[config.mk]
export PLATFORM = sky130hd
export DESIGN_NAME = input_conditioner_flat
export DESIGN_NICKNAME = d
export VERILOG_FILES = /design/src/rtl/input_conditioner_if.sv /design/src/rtl/input_conditioner.sv /design/src/flat_wrapper.sv
export SDC_FILE = /design/constraint.sdc
export NUM_CORES = 1
export LEC_CHECK = 0
export CAP_MARGIN = 20
export CORE_MARGIN = 2
export CORE_UTILIZATION = 59
export DETAILED_ROUTE_END_ITERATION = 8
export PLACE_DENSITY = 0.83
export SLEW_MARGIN = 20
export SYNTH_ARGS = -nofsm -noshare
export SYNTH_HDL_FRONTEND = slang
export SYNTH_SLANG_ARGS = --single-unit
[constraint.sdc]
create_clock -name clk -period 3.5 [get_ports clk]
set_input_delay 0.875 -clock clk [delete_from_list [all_inputs] [get_ports clk]]
set_output_delay 0.875 -clock clk [all_outputs]
set_load 0.05 [all_outputs]
[src/rtl/input_conditioner_if.sv]
// Bundle of board-input pins, sticky-flag acknowledge and conditioned outputs
// shared by the IO decoder side (master) and the conditioner (slave).
interface input_conditioner_if #(
  parameter int NBTN = 2,
  parameter int NSW  = 16
);
  logic [NBTN-1:0] btn_raw;
  logic [NSW-1:0]  sw_raw;
  logic            ack_en;
  logic [NBTN-1:0] ack_mask;
  logic [NBTN-1:0] btn_level;
  logic [NBTN-1:0] btn_press;
  logic [NBTN-1:0] btn_release;
  logic [NBTN-1:0] btn_sticky;
  logic [NSW-1:0]  sw_level;
  logic            sw_changed;

  modport master (
    output btn_raw, sw_raw, ack_en, ack_mask,
    input  btn_level, btn_press, btn_release, btn_sticky, sw_level, sw_changed
  );

  modport slave (
    input  btn_raw, sw_raw, ack_en, ack_mask,
    output btn_level, btn_press, btn_release, btn_sticky, sw_level, sw_changed
  );
endinterface

[src/rtl/input_conditioner.sv]
// Synchronizes and debounces raw buttons/switches; buttons also get edge pulses
// and software-acknowledged sticky press flags for a polling CPU.
module input_conditioner #(
  parameter int NBTN      = 2,
  parameter int NSW       = 16,
  parameter int DB_CYCLES = 4
) (
  input  logic               clk,
  input  logic               reset,
  input_conditioner_if.slave io
);
  localparam int N  = NBTN + NSW;
  localparam int CW = $clog2(DB_CYCLES + 1);
  localparam logic [CW-1:0] CNT_LAST = CW'(DB_CYCLES - 32'sd1);

  logic [N-1:0]          raw_s;
  logic [N-1:0]          flip_s;
  logic [N-1:0]          s1_d, s1_q;
  logic [N-1:0]          s2_d, s2_q;
  logic [N-1:0]          level_d, level_q;
  logic [N-1:0][CW-1:0]  cnt_d, cnt_q;
  logic [NBTN-1:0]       press_d, press_q;
  logic [NBTN-1:0]       release_d, release_q;
  logic [NBTN-1:0]       sticky_d, sticky_q;
  logic [NBTN-1:0]       clear_s;
  logic                  sw_changed_d, sw_changed_q;

  // Next-state: synchronizer shift, per-channel stable-count debounce, edge pulses, sticky flags
  always_comb begin
    raw_s   = {io.sw_raw, io.btn_raw};
    s1_d    = raw_s;
    s2_d    = s1_q;
    level_d = level_q;
    cnt_d   = cnt_q;
    flip_s  = {N{1'b0}};
    for (int i = 0; i < N; i++) begin
      if (s2_q[i] == level_q[i]) begin
        cnt_d[i] = {CW{1'b0}};
      end else if (cnt_q[i] == CNT_LAST) begin
        level_d[i] = s2_q[i];
        cnt_d[i]   = {CW{1'b0}};
        flip_s[i]  = 1'b1;
      end else begin
        cnt_d[i] = cnt_q[i] + CW'(1'b1);
      end
    end
    // Pulses are registered alongside the level flip so they align with the new level
    press_d      = flip_s[NBTN-1:0] & s2_q[NBTN-1:0];
    release_d    = flip_s[NBTN-1:0] & ~s2_q[NBTN-1:0];
    sw_changed_d = |flip_s[N-1:NBTN];
    if (io.ack_en) begin
      clear_s = io.ack_mask;
    end else begin
      clear_s = {NBTN{1'b0}};
    end
    // A press landing on the same edge as an ack wins, so no press is lost
    sticky_d = (sticky_q & ~clear_s) | press_q;
  end

  // State registers with synchronous reset overriding all other updates
  always_ff @(posedge clk) begin
    if (reset) begin
      s1_q         <= {N{1'b0}};
      s2_q         <= {N{1'b0}};
      level_q      <= {N{1'b0}};
      cnt_q        <= {(N*CW){1'b0}};
      press_q      <= {NBTN{1'b0}};
      release_q    <= {NBTN{1'b0}};
      sticky_q     <= {NBTN{1'b0}};
      sw_changed_q <= 1'b0;
    end else begin
      s1_q         <= s1_d;
      s2_q         <= s2_d;
      level_q      <= level_d;
      cnt_q        <= cnt_d;
      press_q      <= press_d;
      release_q    <= release_d;
      sticky_q     <= sticky_d;
      sw_changed_q <= sw_changed_d;
    end
  end

  assign io.btn_level   = level_q[NBTN-1:0];
  assign io.sw_level    = level_q[N-1:NBTN];
  assign io.btn_press   = press_q;
  assign io.btn_release = release_q;
  assign io.btn_sticky  = sticky_q;
  assign io.sw_changed  = sw_changed_q;
endmodule

[src/flat_wrapper.sv]
// flat-port wrapper written by rule: the top's interface ports become plain ports
module input_conditioner_flat 
#(
  parameter int NBTN      = 2,
  parameter int NSW       = 16,
  parameter int DB_CYCLES = 4
)
  (clk, reset, io_btn_raw, io_sw_raw, io_ack_en, io_ack_mask, io_btn_level, io_btn_press, io_btn_release, io_btn_sticky, io_sw_level, io_sw_changed);
  input_conditioner_if #(.NBTN(NBTN), .NSW(NSW)) io_i ();
  input  logic clk;
  input  logic reset;
  input wire logic [$bits(io_i.btn_raw)-1:0] io_btn_raw;
  input wire logic [$bits(io_i.sw_raw)-1:0] io_sw_raw;
  input wire logic [$bits(io_i.ack_en)-1:0] io_ack_en;
  input wire logic [$bits(io_i.ack_mask)-1:0] io_ack_mask;
  output wire logic [$bits(io_i.btn_level)-1:0] io_btn_level;
  output wire logic [$bits(io_i.btn_press)-1:0] io_btn_press;
  output wire logic [$bits(io_i.btn_release)-1:0] io_btn_release;
  output wire logic [$bits(io_i.btn_sticky)-1:0] io_btn_sticky;
  output wire logic [$bits(io_i.sw_level)-1:0] io_sw_level;
  output wire logic [$bits(io_i.sw_changed)-1:0] io_sw_changed;
  assign io_i.btn_raw = io_btn_raw;
  assign io_i.sw_raw = io_sw_raw;
  assign io_i.ack_en = io_ack_en;
  assign io_i.ack_mask = io_ack_mask;
  assign io_btn_level = io_i.btn_level;
  assign io_btn_press = io_i.btn_press;
  assign io_btn_release = io_i.btn_release;
  assign io_btn_sticky = io_i.btn_sticky;
  assign io_sw_level = io_i.sw_level;
  assign io_sw_changed = io_i.sw_changed;
  input_conditioner #(.NBTN(NBTN), .NSW(NSW), .DB_CYCLES(DB_CYCLES)) u_core (.clk(clk), .reset(reset), .io(io_i));
endmodule
==> results of run 1 <==
==> state kept, by name (all words and copies together), names as in the netlist <==
name                   count
u_core.io.btn_sticky       2
u_core.io.btn_release      2
u_core.cnt_q              54
u_core.io.btn_press        2
u_core.level_q            18
u_core.io.sw_changed       1
u_core.s2_q               18
u_core.s1_q               18
==> logic make-up after synthesis <==
logic type / after synthesis / synth area share [%]
mux: 18 / 4.202
flops: 115 / 53.69
compound gates: 11 / 1.517
xor+xnor: 18 / 3.677
fa+ha+maj: 36 / 10.50
simple gates: 136 / 20.72
buf+inv: 60 / 5.690
==> placed cells by master, fill, tap and decap left out, types with 3 or more instances in the layout <==
master / instances
dfxtp_1: 115
ha_1: 36
nor4bb_1: 4
o22ai_1: 8
clkbuf_16: 16
clkdlybuf4s50_1: 46
mux2i_1: 18
inv_1: 52
a21oi_1: 3
xnor2_1: 18
nor2b_1: 36
nor2_2: 51
nor2_1: 23
clkinvlp_4: 7
or3_4: 17
clkbuf_8: 4
==> final cells by class <==
class                   count  area (µm²)
multi-input cells         219        1742
well taps                  99       123.9
repair buffers             49       493.0
clock buffers              20       455.4
clock inverters            12       131.4
inverters                  52       195.2
flip-flops and latches    115        2302
fillers                   490        1694
==> power groups by stage <==
stage          Combinational [µW]  Sequential (µW)  Clock (µW)
2_1_floorplan                55.8             1370           0
3_3_place_gp                 86.9             1380           0
3_5_place_dp                 89.0             1380           0
4_1_cts                      90.0             1350        1670
5_1_grt                      97.9             1350        1730
6_report                     88.4             1350        1640
==> layer usage <==
layer  global-route usage, %  wire length, µm  part of all wire [%]  vias up
li1                        -                -                     -     1372
met1                   19.58             2778                    42     1208
met2                   33.20             3464                    52       49
met3                   7.756              311                   4.7        7
met4                   8.141               60                  0.91        0
met5                       0                0                     0        -
==> worst max path at each step <==
stage	from	to	slack, ns	depth (start not counted)
after floorplan	u_core.level_q[0]	io_btn_level[0]	1.97	0
after CTS	u_core.level_q[0]	io_btn_level[0]	0.86	1
after detailed placement	u_core.level_q[1]	io_btn_level[1]	1.41	1
after global routing	u_core.level_q[1]	io_btn_level[1]	0.82	1
final	u_core.level_q[0]	io_btn_level[0]	0.88	1
after global placement	u_core.level_q[0]	io_btn_level[0]	1.43	1
==> per-stage QoR <==
stage          setup WS (ns)  hold slack (ns)  cell area [µm²]  utilization [%]
4_1_cts               0.8562           0.4220             5443            76.26
6_report              0.8797           0.4185             5443            76.26
3_3_place_gp           1.427           0.4107             4856            68.04
5_1_grt               0.8200           0.4339             5443            76.26
3_5_place_dp           1.405           0.4130             4856            68.04
2_1_floorplan          1.968           0.3990             4288                -
==> synth_stat cells (3+ instances only) <==
| library cell | instances | area [µm²] |
|---|---|---|
| buf_2 | 3 | 15.01 |
| inv_1 | 52 | 195.2 |
| clkbuf_1 | 3 | 11.26 |
| nor2_1 | 23 | 86.33 |
| mux2i_1 | 18 | 180.2 |
| xnor2_1 | 18 | 157.7 |
| nor4bb_1 | 4 | 40.04 |
| or3_4 | 17 | 191.4 |
| dfxtp_1 | 115 | 2302 |
| a21oi_1 | 3 | 15.01 |
| ha_1 | 36 | 450.4 |
| nor2_2 | 51 | 319.1 |
| nor2b_1 | 36 | 225.2 |
| o22ai_1 | 8 | 50.05 |
==> results.txt, run 1 <==
* Detailed-placement wirelength estimate: 4529 µm
- Maximum root-to-sink buffer count: 2
- In this run the core area contains 31 standard-cell rows.
* Clk Tree Root Cell: clkbuf_8
* Final critical-path required period: 2.620 ns
- Lkg Pwr: 0.002028 µW
- Highest ir drop seen on vdd: 0.3777 mV
- Setup violations remaining at the end of the flow were counted as 0.
* Clock latency of the later-clocked register in the worst-skew pair: 0.50 ns
- For this run, asynchronously set or reset flops after synthesis account for 0%.
- Counting both buffers and inverters, the worst setup path holds a total of 1.
- Vias: 2636
- FMAX: 381.6 MHz
- Clock-pin slew of the registers on the worst-case setup and hold paths: 0.05 ns
- Total power for the finished layout comes to 3083 µW.
- CTS Hold Bufs: 0
- Endpoint type of the worst setup path: output port
- Counting the buffers created by CTS gives 17.
- Before antenna repair, the detailed router went through 5 iterations.
- The slowest stage of the critical path belongs to the cell clkdlybuf4s50_1.
- TritonCTS clock tree: yes
- Once the floorplan was initialized, standard cells occupied 60.08% of the core.
- After the flow finishes, the layout carries non-filler instances totaling 566.
- Final max-slew violation count: 0
* Required time worst endpoint: 2.62 ns
* Crit-path leading delay family: buffers and inverters
* Setup bufs post-CTS: 0
* Arrival time of the worst setup path: 1.75 ns
- Die extent in x: 89.25 µm
* Combinational share of power: 2.9%
* Wire length of the first global-routing pass: 11070 µm
- In the final layout, the share of cells above drive strength 1 is 22.06%.
* Count of antenna diodes in the layout: 0
- The internal power of the cells totals 2452 µW.
* Final count of hold timing violations: 0
- Number of instances in the placed design: 534
* Post-detailed-route count of antenna-violating nets: 0
* Setup skew after layout: 0.004239 ns
- Setup slack, reg-to-reg: 1.88 ns
- Sequential fraction of the synthesis area: 53.69%
- Yosys printed 0 warnings.
* Quantity of gates resized following cts: 0
- After the first detailed-routing iteration, the DRC count stood at 86.
* Number of design rule violations left after detail routing: 0
- In this run, synthesis inferred 0 flip-flops with an integrated enable.
* Maximum level of the CTS H-tree: 4
* Outcome: finished, final reports clean
* Gate count of the mapped netlist: 394
- Category of the worst setup path launch point: register
- Average routed wire per standard cell: 11.69 µm
* Chain of cells forming the critical path: clkdlybuf4s50_1
* Least-Margin Pin Slew: 0.5179 ns
* Number of antenna violations at the first check in global routing: 0
- Reg-to-reg critical path startpoint: u_core.cnt_q[45]
- Worst slew slack as a fraction of its limit: 65.37%
- Worst-path fanout max: 5
- Delay contributed by the slowest stage of the critical path: 0.84 ns
- Setup repair after global routing left no endpoint under its margin.
- Core footprint: 0.007137 mm²
- Total of buffers placed on input and output ports: 47
* Gr ovfl total: 0
- Dividing the final minimum period by the clock period gives 74.86%.
* Post-Syn Area per Cell: 10.88 µm²
- Hold Crit Depth: 1
- Measured in cells, the most critical reg-to-reg path has a length of 6.
* Weighted congestion reported at the end of routability-driven placement: 0.6943
* Clock group share of total power: 53.4%
- In the final design database the tool counted 513 nets.
- During I/O placement, the number of pins put on the boundary was 48.
- Reported net switching power: 631.5 µW
- The number of global-route vias before repair is 2648.
- After detailed routing, the total wire length is 6615 µm.
- The clock drives 115 sinks.
- The tightest min-delay check is of the register to register type.
* Synth cell types: 18
- Synth Register Bits: 115
* Area of the die: 0.007966 mm²
- In this run the critical register-to-register path is captured at u_core.io.sw_changed.
- Die boundary height: 89.25 µm
- Proportion of total power due to net switching: 20.48%
- Endpoint of the worst hold path: u_core.cnt_q[0]
- Critical path class: register to output port
- Compared with the post-synthesis result, the final layout area differs by 26.93%.
- The number of nets in the synthesized netlist is 453.
- In the global route stage, overall resource usage came out at 18.80%.
- Entering global routing, the biggest net connects 44 pins.
* Total power per unit cell area: 566.5 mW/mm²
- In this run the most critical hold path is launched from u_core.cnt_q[0].
* Most used flip-flop cell after synthesis: dfxtp_1
- Max capacitance violation total: 0
- In the routed layout, each cell is associated on average with a via count of 4.657.
* Netlist Area Pre-Place: 0.004288 mm²
* Setup_tns: 0 ns
- Registers are responsible for 43.8% of the overall power.
Note: power is estimated with default switching activity, not from simulation.
==> run 2: changes to the inputs <==
--- a/config.mk
+++ b/config.mk
@@ -7,9 +7,9 @@
 export LEC_CHECK = 0
 export CAP_MARGIN = 20
 export CORE_MARGIN = 2
-export CORE_UTILIZATION = 59
+export CORE_UTILIZATION = 55
 export DETAILED_ROUTE_END_ITERATION = 8
-export PLACE_DENSITY = 0.83
+export PLACE_DENSITY = 0.78
 export SLEW_MARGIN = 20
 export SYNTH_ARGS = -nofsm -noshare
 export SYNTH_HDL_FRONTEND = slang
==> constraint.sdc (replaced) <==
create_clock -name clk -period 2.51 [get_ports clk]
set_input_delay 0.6275 -clock clk [delete_from_list [all_inputs] [get_ports clk]]
set_output_delay 0.6275 -clock clk [all_outputs]
set_load 0.05 [all_outputs]
==> run 2 against run 1 <==
Compared with the run above:
- die area rose by 6.9%
- global-route usage decreased by 1.5 points
- sequential share of layout area shrank 0.52 points
- total power rose by 47%
- sequential power up 39%
- final area rose by 1.2%
- core utilization decreased by 4.2 points
==> results.txt, run 2 (synthesis gave the netlist of run 1 again) <==
* FMAX: 419.4 MHz
- Crit-path leading delay family: buffers and inverters
- On the worst path, the slowest cell contributes a delay of 0.84 ns.
- The library cell used most frequently in the layout, excluding fill and tap cells, is dfxtp_1.
* Period Utilization, post-route: 94.99%
- Violation count after the first detailed-routing iteration: 74
- Number of design rule violations left after detail routing: 0
- In the final layout, flip-flops and latches occupy 0.002302 mm².
- Uppermost routed layer: met4
- Average routed wire per standard cell: 11.38 µm
- Endpoint of the worst hold path: u_core.cnt_q[0]
* Met1 wire length: 2941 µm
- Quantity of gates resized following cts: 0
* Final count of hold timing violations: 0
- The worst setup path is launched from a register.
* Number of sinks on the clock net: 115
- At the pin with the least slew margin, the transition time is 0.5448 ns.
- The floorplan has 32 rows.
- Ports: 48
- The initial antenna violation count was 0.
- Port buffering added 47 buffers.
- Setup_tns: 0 ns
- Count of antenna diodes in the layout: 0
- Weighted congestion reported at the end of routability-driven placement: 0.6979
- Entering global routing, the biggest net connects 37 pins.
- Across the VDD grid, the largest voltage drop is 0.5801 mV.
* Core footprint: 0.007647 mm²
- Overall fraction of global-route tracks in use: 17.33%
* Via count of the first global-routing pass: 2626
- Power spread over the standard cell area amounts to 824.7 mW/mm².
* Setup bufs post-CTS: 0
- TritonCTS clock tree: yes
* Total design power: 4544 µW
* Register bank with the most flops: u_core.cnt_q
- In the final layout, the share of cells above drive strength 1 is 22.22%.
- Setup violation total in the final timing report: 0
- Maximum root-to-sink buffer count: 2
* Clock-pin slew of the registers on the worst-case setup and hold paths: 0.06 ns
- For this design the static power due to leakage is 0.002072 µW.
* Die extent in x: 92.30 µm
- In this run, CTS created clock tree buffers numbering 17.
* Required time worst endpoint: 1.88 ns
- Setup slack, reg-to-reg: 0.94 ns
- Gr ovfl total: 0
- End of the worst register-to-register path: u_core.io.sw_changed
- Starting Density: 56.07%
* Setup skew after layout: 0.005996 ns
- The tree is rooted in a clkbuf_8.
- Number of search-and-repair iterations in the first detailed-routing pass: 4
- Reg-to-reg critical path startpoint: u_core.cnt_q[45]
* Cell with the largest stage delay on the worst path: clkdlybuf4s50_1
- In this run the tightest slew margin relative to its limit is 63.68%.
* Chain of cells forming the critical path: clkdlybuf4s50_1
- Critical path class: register to output port
* Final critical-path required period: 2.384 ns
* Amount of wire on met3 after detailed routing: 352 µm
* Largest register FFs: 54
- Syn-to-layout area delta: 28.51%
* Maximum level of the CTS H-tree: 4
* Worst reg-to-reg path cell count: 6
- The tightest min-delay check is of the register to register type.
* Clock latency of the later-clocked register in the worst-skew pair: 0.51 ns
- The routed layout has 2624 vias.
- Together, buffers and inverters on the worst path number 1.
- Of all nets on the critical path, the largest fanout is 5.
- The run finished with clean final reports.
- Final Instance Count excl. Fillers: 570
* Final max-slew violation count: 0
- After detailed routing, the number of vias per cell comes to 4.604.
- For this design, the CTS-stage hold fixing added 0 buffers.
- Hold Crit Depth: 1
- Wire length of the first global-routing pass: 11340 µm
- Number of instances in the placed design: 538
- The worst setup path is captured at an output port.
- At the worst endpoint, the arrival time is 1.76 ns.
- Detailed-placement wirelength estimate: 4400 µm
* Post-detailed-route count of antenna-violating nets: 0
- Max capacitance violation total: 0
* Final WL: 6484 µm
- The multi-input combinational cells in the finished layout cover a total of 0.001742 mm².
* Die boundary height: 92.30 µm
* Layout fillers: 560
- RSZ-0062 raised after global routing: false
* Most frequent cells in the layout: dfxtp_1, inv_1, nor2_2, clkdlybuf4s50_1
- Final nets: 514
- Area of the die: 0.008518 mm²
- Hold Path Origin: u_core.cnt_q[0]
* Detailed-routed wire length on met2: 3098 µm
==> run 2: cell types whose count changed in the layout (fill, tap and decap cells not counted), sizes merged <==
cell,change
buf,+1
bufinv,+2
clkbuf,+1
clkinvlp,-4
inv,+1
==> run 2: worst max path at each step <==
stage	from	endpoint	slack, ns	cells after the start
CTS	u_core.level_q[0]	io_btn_level[0]	0.09	1
detailed placement	u_core.level_q[0]	io_btn_level[0]	0.67	1
finish	u_core.level_q[0]	io_btn_level[0]	0.13	1
global placement	u_core.level_q[1]	io_btn_level[1]	0.69	1
global route	u_core.level_q[0]	io_btn_level[0]	0.06	1
floorplan	u_core.level_q[2]	u_core.io.sw_changed	1.11	4
==> run 2: report_power, final <==
group          leakage, µW  internal [µW]  total (µW)  switching (µW)
Sequential        0.000935           1860        1880            17.6
Combinational     0.000830           71.4         125            53.4
Clock             0.000307           1720        2540             818
Total              0.00207           3660        4540             889
==> run 2: final cells by class <==
cell class,instances,area share [%]
clock buffer,21,8.515
clock inverter,11,3.156
inverter,52,3.542
timing repair buffer,50,9.083
tap,102,2.316
multi-input combinational,219,31.61
sequential,115,41.78
==> run 2: routing by layer <==
metal  global-route usage, %  vias up
met1                   19.69     1194
met5                       0        -
met4                   8.209        0
met2                   28.37       49
met3                   7.160        9
li1                        -     1372
==> run 2: per-stage QoR <==
stage	util [%]	hold slack, ns	area [µm²]	setup slack (ns)
2_1_floorplan	-	0.3990	4288	1.106
3_3_place_gp	63.65	0.4076	4867	0.6897
3_5_place_dp	63.65	0.4203	4867	0.6710
4_1_cts	72.06	0.4279	5510	0.09485
5_1_grt	72.06	0.4449	5510	0.05516
6_report	72.06	0.4207	5510	0.1259
